`config.mk`:
```
export PLATFORM = sky130hd
export DESIGN_NAME = ring_alu_pipe
export DESIGN_NICKNAME = d
export VERILOG_FILES = /design/src/rtl/ring_alu_pkg.sv /design/src/rtl/ring_alu_core.sv /design/src/rtl/ring_alu_pipe.sv
export SDC_FILE = /design/constraint.sdc
export NUM_CORES = 1
export LEC_CHECK = 0
export CORE_MARGIN = 2
export CORE_UTILIZATION = 50
export CTS_BUF_LIST = sky130_fd_sc_hd__clkbuf_4 sky130_fd_sc_hd__clkbuf_8
export DETAILED_ROUTE_END_ITERATION = 6
export GPL_TIMING_DRIVEN = 0
export PLACE_DENSITY = 0.79
export SYNTH_ARGS = -nofsm -noshare
export SYNTH_HDL_FRONTEND = slang
export SYNTH_SLANG_ARGS = --single-unit
```
`constraint.sdc`:
```
create_clock -name clk -period 3.4 [get_ports clk]
set_clock_uncertainty 0.15 [all_clocks]
set_input_delay 1.02 -clock clk [delete_from_list [all_inputs] [get_ports clk]]
set_output_delay 1.02 -clock clk [all_outputs]
set_load 0.01 [all_outputs]
```
`src/rtl/ring_alu_pkg.sv`:
```
// Shared opcode map, flag bundle and ring reduction helper
// for the pipelined ring ALU.
package ring_alu_pkg;

    localparam logic [3:0] OP_NOT  = 4'b0000;
    localparam logic [3:0] OP_IO   = 4'b0001;
    localparam logic [3:0] OP_EQ   = 4'b0010;
    localparam logic [3:0] OP_NE   = 4'b0011;
    localparam logic [3:0] OP_GT   = 4'b0100;
    localparam logic [3:0] OP_GE   = 4'b0101;
    localparam logic [3:0] OP_LT   = 4'b0110;
    localparam logic [3:0] OP_LE   = 4'b0111;
    localparam logic [3:0] OP_INC  = 4'b1000;
    localparam logic [3:0] OP_DEC  = 4'b1001;
    localparam logic [3:0] OP_ADD  = 4'b1010;
    localparam logic [3:0] OP_SUB  = 4'b1011;
    localparam logic [3:0] OP_NAND = 4'b1100;
    localparam logic [3:0] OP_XOR  = 4'b1101;
    localparam logic [3:0] OP_AND  = 4'b1110;
    localparam logic [3:0] OP_OR   = 4'b1111;

    typedef struct packed {
        logic baf;
        logic iof;
        logic zf;
    } flags_t;

    // One conditional subtraction, not a true modulo
    function automatic logic [31:0] ring_reduce(
        input logic [31:0] v,
        input logic [31:0] m
    );
        return (v >= m) ? v - m : v;
    endfunction

endpackage

```
`src/rtl/ring_alu_core.sv`:
```
// Combinational op and flag evaluation for the ring ALU.
// Produces raw and ring-reduced results plus the flag bundle.
module ring_alu_core
    import ring_alu_pkg::*;
#(
    parameter int WIDTH    = 6,
    parameter int RING_MOD = 32
) (
    input  logic [3:0]       op,
    input  logic [WIDTH-1:0] xe,
    input  logic [WIDTH-1:0] y,
    output logic [WIDTH-1:0] z_raw,
    output logic [WIDTH-1:0] z,
    output flags_t           flags
);

    localparam logic [WIDTH-1:0] MOD = WIDTH'(RING_MOD);

    always_comb begin
        z_raw = '0;
        unique case (op)
            OP_NOT:  z_raw = ~xe;
            OP_IO:   z_raw = '0;
            OP_EQ:   z_raw[0] = (xe == y);
            OP_NE:   z_raw[0] = (xe != y);
            OP_GT:   z_raw[0] = (xe > y);
            OP_GE:   z_raw[0] = (xe >= y);
            OP_LT:   z_raw[0] = (xe < y);
            OP_LE:   z_raw[0] = (xe <= y);
            OP_INC:  z_raw = xe + 1'b1;
            OP_DEC:  z_raw = xe - 1'b1;
            OP_ADD:  z_raw = xe + y;
            OP_SUB:  z_raw = xe - y;
            OP_NAND: z_raw = ~xe | ~y;
            OP_XOR:  z_raw = xe ^ y;
            OP_AND:  z_raw = xe & y;
            OP_OR:   z_raw = xe | y;
            default: z_raw = '0;
        endcase
    end

    assign z = WIDTH'(ring_reduce(32'(z_raw), 32'(RING_MOD)));

    always_comb begin
        flags.baf = (xe >= MOD) || (y >= MOD);
        flags.iof = (op == OP_IO);
        flags.zf  = (z_raw == '0);
    end

endmodule

```
`src/rtl/ring_alu_pipe.sv`:
```
// Registered, handshaked ring ALU with accumulator operand
// and sticky flag accumulation.
module ring_alu_pipe
    import ring_alu_pkg::*;
#(
    parameter int WIDTH    = 6,
    parameter int RING_MOD = 32
) (
    input  logic             clk,
    input  logic             rst,
    input  logic             in_valid,
    output logic             in_ready,
    input  logic [3:0]       op,
    input  logic [WIDTH-1:0] x,
    input  logic [WIDTH-1:0] y,
    input  logic             use_acc,
    input  logic             acc_we,
    output logic             out_valid,
    input  logic             out_ready,
    output logic [WIDTH-1:0] z,
    output logic [WIDTH-1:0] z_raw,
    output logic             baf,
    output logic             iof,
    output logic             zf,
    output logic             sticky_baf,
    output logic             sticky_zf,
    input  logic             flag_clr,
    output logic [WIDTH-1:0] acc
);

    logic [WIDTH-1:0] xe;
    logic [WIDTH-1:0] zr_n;
    logic [WIDTH-1:0] z_n;
    flags_t           f_n;
    flags_t           f_q;
    logic             accept;

    assign in_ready = !out_valid || out_ready;
    assign accept   = in_valid && in_ready;
    assign xe       = use_acc ? acc : x;

    ring_alu_core #(
        .WIDTH    (WIDTH),
        .RING_MOD (RING_MOD)
    ) u_core (
        .op    (op),
        .xe    (xe),
        .y     (y),
        .z_raw (zr_n),
        .z     (z_n),
        .flags (f_n)
    );

    always_ff @(posedge clk or posedge rst) begin
        if (rst) begin
            out_valid  <= 1'b0;
            z          <= '0;
            z_raw      <= '0;
            f_q        <= '0;
            sticky_baf <= 1'b0;
            sticky_zf  <= 1'b0;
            acc        <= '0;
        end else begin
            if (accept) begin
                out_valid <= 1'b1;
                z         <= z_n;
                z_raw     <= zr_n;
                f_q       <= f_n;
                if (acc_we)
                    acc <= z_n;
            end else if (out_ready) begin
                out_valid <= 1'b0;
            end
            // Clear first, then fold in the op accepted this cycle
            if (flag_clr) begin
                sticky_baf <= accept && f_n.baf;
                sticky_zf  <= accept && f_n.zf;
            end else if (accept) begin
                sticky_baf <= sticky_baf | f_n.baf;
                sticky_zf  <= sticky_zf | f_n.zf;
            end
        end
    end

    assign baf = f_q.baf;
    assign iof = f_q.iof;
    assign zf  = f_q.zf;

endmodule

```
==> results.tsv <==
stage	metric	value	unit
timing	final.setup.tns	-0.257	ns
drt	drt-initial-drc-count	145	
logic_synthesis	synth_top_area_frac	0.212	
logic_synthesis	synth_top_area_cell	dfrtp_1	
global_route	grt-ovfl-total	0	
timing	setup_viol	3	
power_and_ir_drop	totalPowerFinal	1.23	mW
floorplanning	num_rows	24	
global_route	grt_pass1_wl	10800	um
power_and_ir_drop	powerDensity	382	nW/um^2
logic_synthesis	avgSynthCellArea	8.65	um^2
power_and_ir_drop	switching_share	0.396	
hold_path	hp-class	flop to flop	
logic_synthesis	synth_common_cells	ha_1 (27), inv_1 (25), nand2_1 (23), dfrtp_1 (19), nor2_1 (15)	
logic_synthesis	async_reset_ff_frac	1.00	
floorplanning	core_region_area	4320	um^2
global_route	grt_antenna_before_repair	0	
layout	area_growth	44.0	%
setup_path	cp.required	3.39	ns
cts	numCtsBuffers	3	
setup_path	worst-path-buf-inv	2	
timing	hold_violations	0	
logic_synthesis	synth_cell_types	55	
timing	setup_slack	-0.0995	ns
logic_synthesis	synth.area.top_cells	dfrtp_1 (21%), ha_1 (15%), xnor2_1 (4.7%)	
setup_path	critPathMaxFanout	5	
layout	nets	381	
drt	drc	0	
logic_synthesis	netlist_area	2240	um^2
drt	vias_per_cell	5.83	
power_and_ir_drop	switching_power	0.488	mW
drt	vias	2217	
drt	finalWirelength	6640	um
drt	wl_per_cell	17.5	um
global_route	grt_max_degree	20	
power_and_ir_drop	clkPwrFrac	0.130	
floorplanning	fp.dieArea	5030	um^2
layout	fin_util	0.746	
cts	clk_latency	0.25	ns
floorplanning	initial_core_util	0.518	
setup_path	critical_path.top_delay_family	multiplexers	
global_route	grt_pass1_vias	2172	
timing	max_freq	286	MHz
floorplanning	die_y	70.9	um
setup_path	path_cells	buf_12 -> mux2i_4 -> buf_6 -> fa_2 -> nor3_4 -> a211oi_2 -> o31ai_2 -> mux2_4 -> a211o_4 -> mux2_2	
logic_synthesis	synth.ff_latch_count	19	
placement	pre_cts_slack	-1.07	ns
global_route	grt_usage	0.271	
logic_synthesis	ys.flop_type	dfrtp_1	
timing	tightest_slew	0.722	ns
logic_synthesis	synth-edff-count	0	
outcome	violations	negative setup slack	
power_and_ir_drop	power_frac_seq	0.248	
logic_synthesis	yosysSeqAreaShare	0.212	
placement	post-dp-hpwl	4790	um
power_and_ir_drop	power.internal	0.744	mW
power_and_ir_drop	total_leakage_power	1.43	nW
setup_path	cp-end-kind	flop	
placement	io_buffers	45	
timing	rsz0062_at_grt	yes	
setup_path	path_class	input pin to flop	
cts	root_buffer	clkbuf_8	
layout	drive_gt1_frac	0.277	
timing	maxSlewHeadroom	0.518	
power_and_ir_drop	ir_drop	0.173	mV
setup_path	arrival	3.49	ns
setup_path	cp_slowest_cell	fa_2	
timing	slew_viol_final	0	
cts	cts_sinks	19	
placement	place_inst	356	
cts	cts_max_level	1	
setup_path	slowest_delay	0.38	ns
drt	drt_pass1_iterations	5	
outcome	status	finished with violations	
logic_synthesis	syn_nets	311	
placement	gp_congestion	0.938	
layout	diodes	0	
layout	layout.cells.non_filler	380	
timing	fin_crit_sh	1.03	
logic_synthesis	syn_inst	259	
logic_synthesis	yosysMostFrequentCell	ha_1	
floorplanning	die_x	70.9	um
run	maxCapViolCount	0	
drt	ant_nets	0	
power_and_ir_drop	p_comb_frac	0.622	
floorplanning	ios	48	
cts	cts.path.max_buffers	2	
timing	fin_crit	3.50	ns
setup_path	critPathLaunchType	input pin	
cts	clk_pin_slew_worst_paths	0.07	ns
cts	cts_tree	built	
logic_synthesis	ys_warn_count	0	
path summary, 6_finish.rpt:
check	from	to	slack, ns	cells after the start
setup / recovery	use_acc	acc[0]$_DFFE_PP0P_	-0.1	10
hold / removal	sticky_zf$_DFFE_PP0P_	sticky_zf$_DFFE_PP0P_	0.33	1
setup reg to reg	acc[1]$_DFFE_PP0P_	acc[0]$_DFFE_PP0P_	0.45	9
hold reg to reg	sticky_zf$_DFFE_PP0P_	sticky_zf$_DFFE_PP0P_	0.33	1
max in group asynchronous	rst	z[1]$_DFFE_PP0P_	1.61	2
min in group asynchronous	rst	sticky_baf$_DFFE_PP0P_	1.04	2
what timing repair did:
item                                    in CTS  in global routing
buffers inserted                            14                  6
hold buffers                                 0                  0
pin swaps                                    7                  6
endpoints found under the setup margin      11                  6
resized for setup                           50                 11
power by group through the flow:
stage	Combinational (mW)	Clock [mW]	Sequential, mW
finish	0.766	0.160	0.306
floorplan	0.372	0	0.319
detailed placement	0.613	0	0.309
global placement	0.602	0	0.306
CTS	0.721	0.161	0.306
global route	0.825	0.173	0.311
routing by layer:
metal  routed length, um  GRT usage  share of wire
met3                 526     0.0541          0.079
met2                3220      0.450           0.49
met5                   0          0              0
met1                2630      0.347           0.40
met4                 263      0.107          0.040
sequential cells by signal (all words and copies together) (netlist names):
register and cells:
z 6, acc 6, out_valid 1, baf 1, iof 1, sticky_zf 1, z_raw 1, zf 1
sticky_baf 1
layout by cell type, fill, tap and decap left out, drive strengths merged, types with 2 or more instances in the layout:
master,Yosys,final
nor3b,2,2
xnor2,12,12
ha,27,27
a21oi,11,11
o31ai,2,2
fa,2,2
and3,2,2
mux2,6,6
nor3,9,9
nor2b,4,4
a2111oi,3,3
and2,3,3
inv,25,25
clkbuf,4,9
buf,12,32
nand2,23,23
nand3,5,5
a22oi,4,4
nand2b,6,6
dlygate4sd2,0,3
mux2i,8,8
dfrtp,19,19
nand3b,2,2
o21ai,9,9
mux4,2,2
clkdlybuf4s15,0,4
or4,2,2
clkdlybuf4s50,0,36
nor4bb,2,2
a211o,3,3
nand4b,4,4
nor2,15,15
a21o,7,7
a211oi,8,8
o211ai,2,2
cell families (layout without fill, tap and decap cells):
logic type,after synthesis,after routing,synth area share
xor+xnor,13,13,0.0508
compound gates,58,58,0.187
mux,16,16,0.0932
buf+inv,41,110,0.0832
flops,19,19,0.212
simple gates,83,83,0.205
fa+ha+maj,29,29,0.169
through the flow:
step | instance area (um^2) | hold slack, ns
after floorplan | 2300 | 0.364
after detailed placement | 2810 | 0.318
final | 3230 | 0.330
after global placement | 2810 | 0.310
after CTS | 3150 | 0.333
after global routing | 3230 | 0.345
final cells by class:
cell class / instances / area, um^2
Buffer: 16 / 113
Multi-Input combinational cell: 199 / 1830
Fill cell: 334 / 1100
Timing Repair Buffer: 65 / 601
Tap cell: 52 / 65.1
Inverter: 25 / 98.8
Sequential cell: 19 / 475
Clock buffer: 4 / 48.8
No activity file was read; power rests on OpenSTA's default activity.
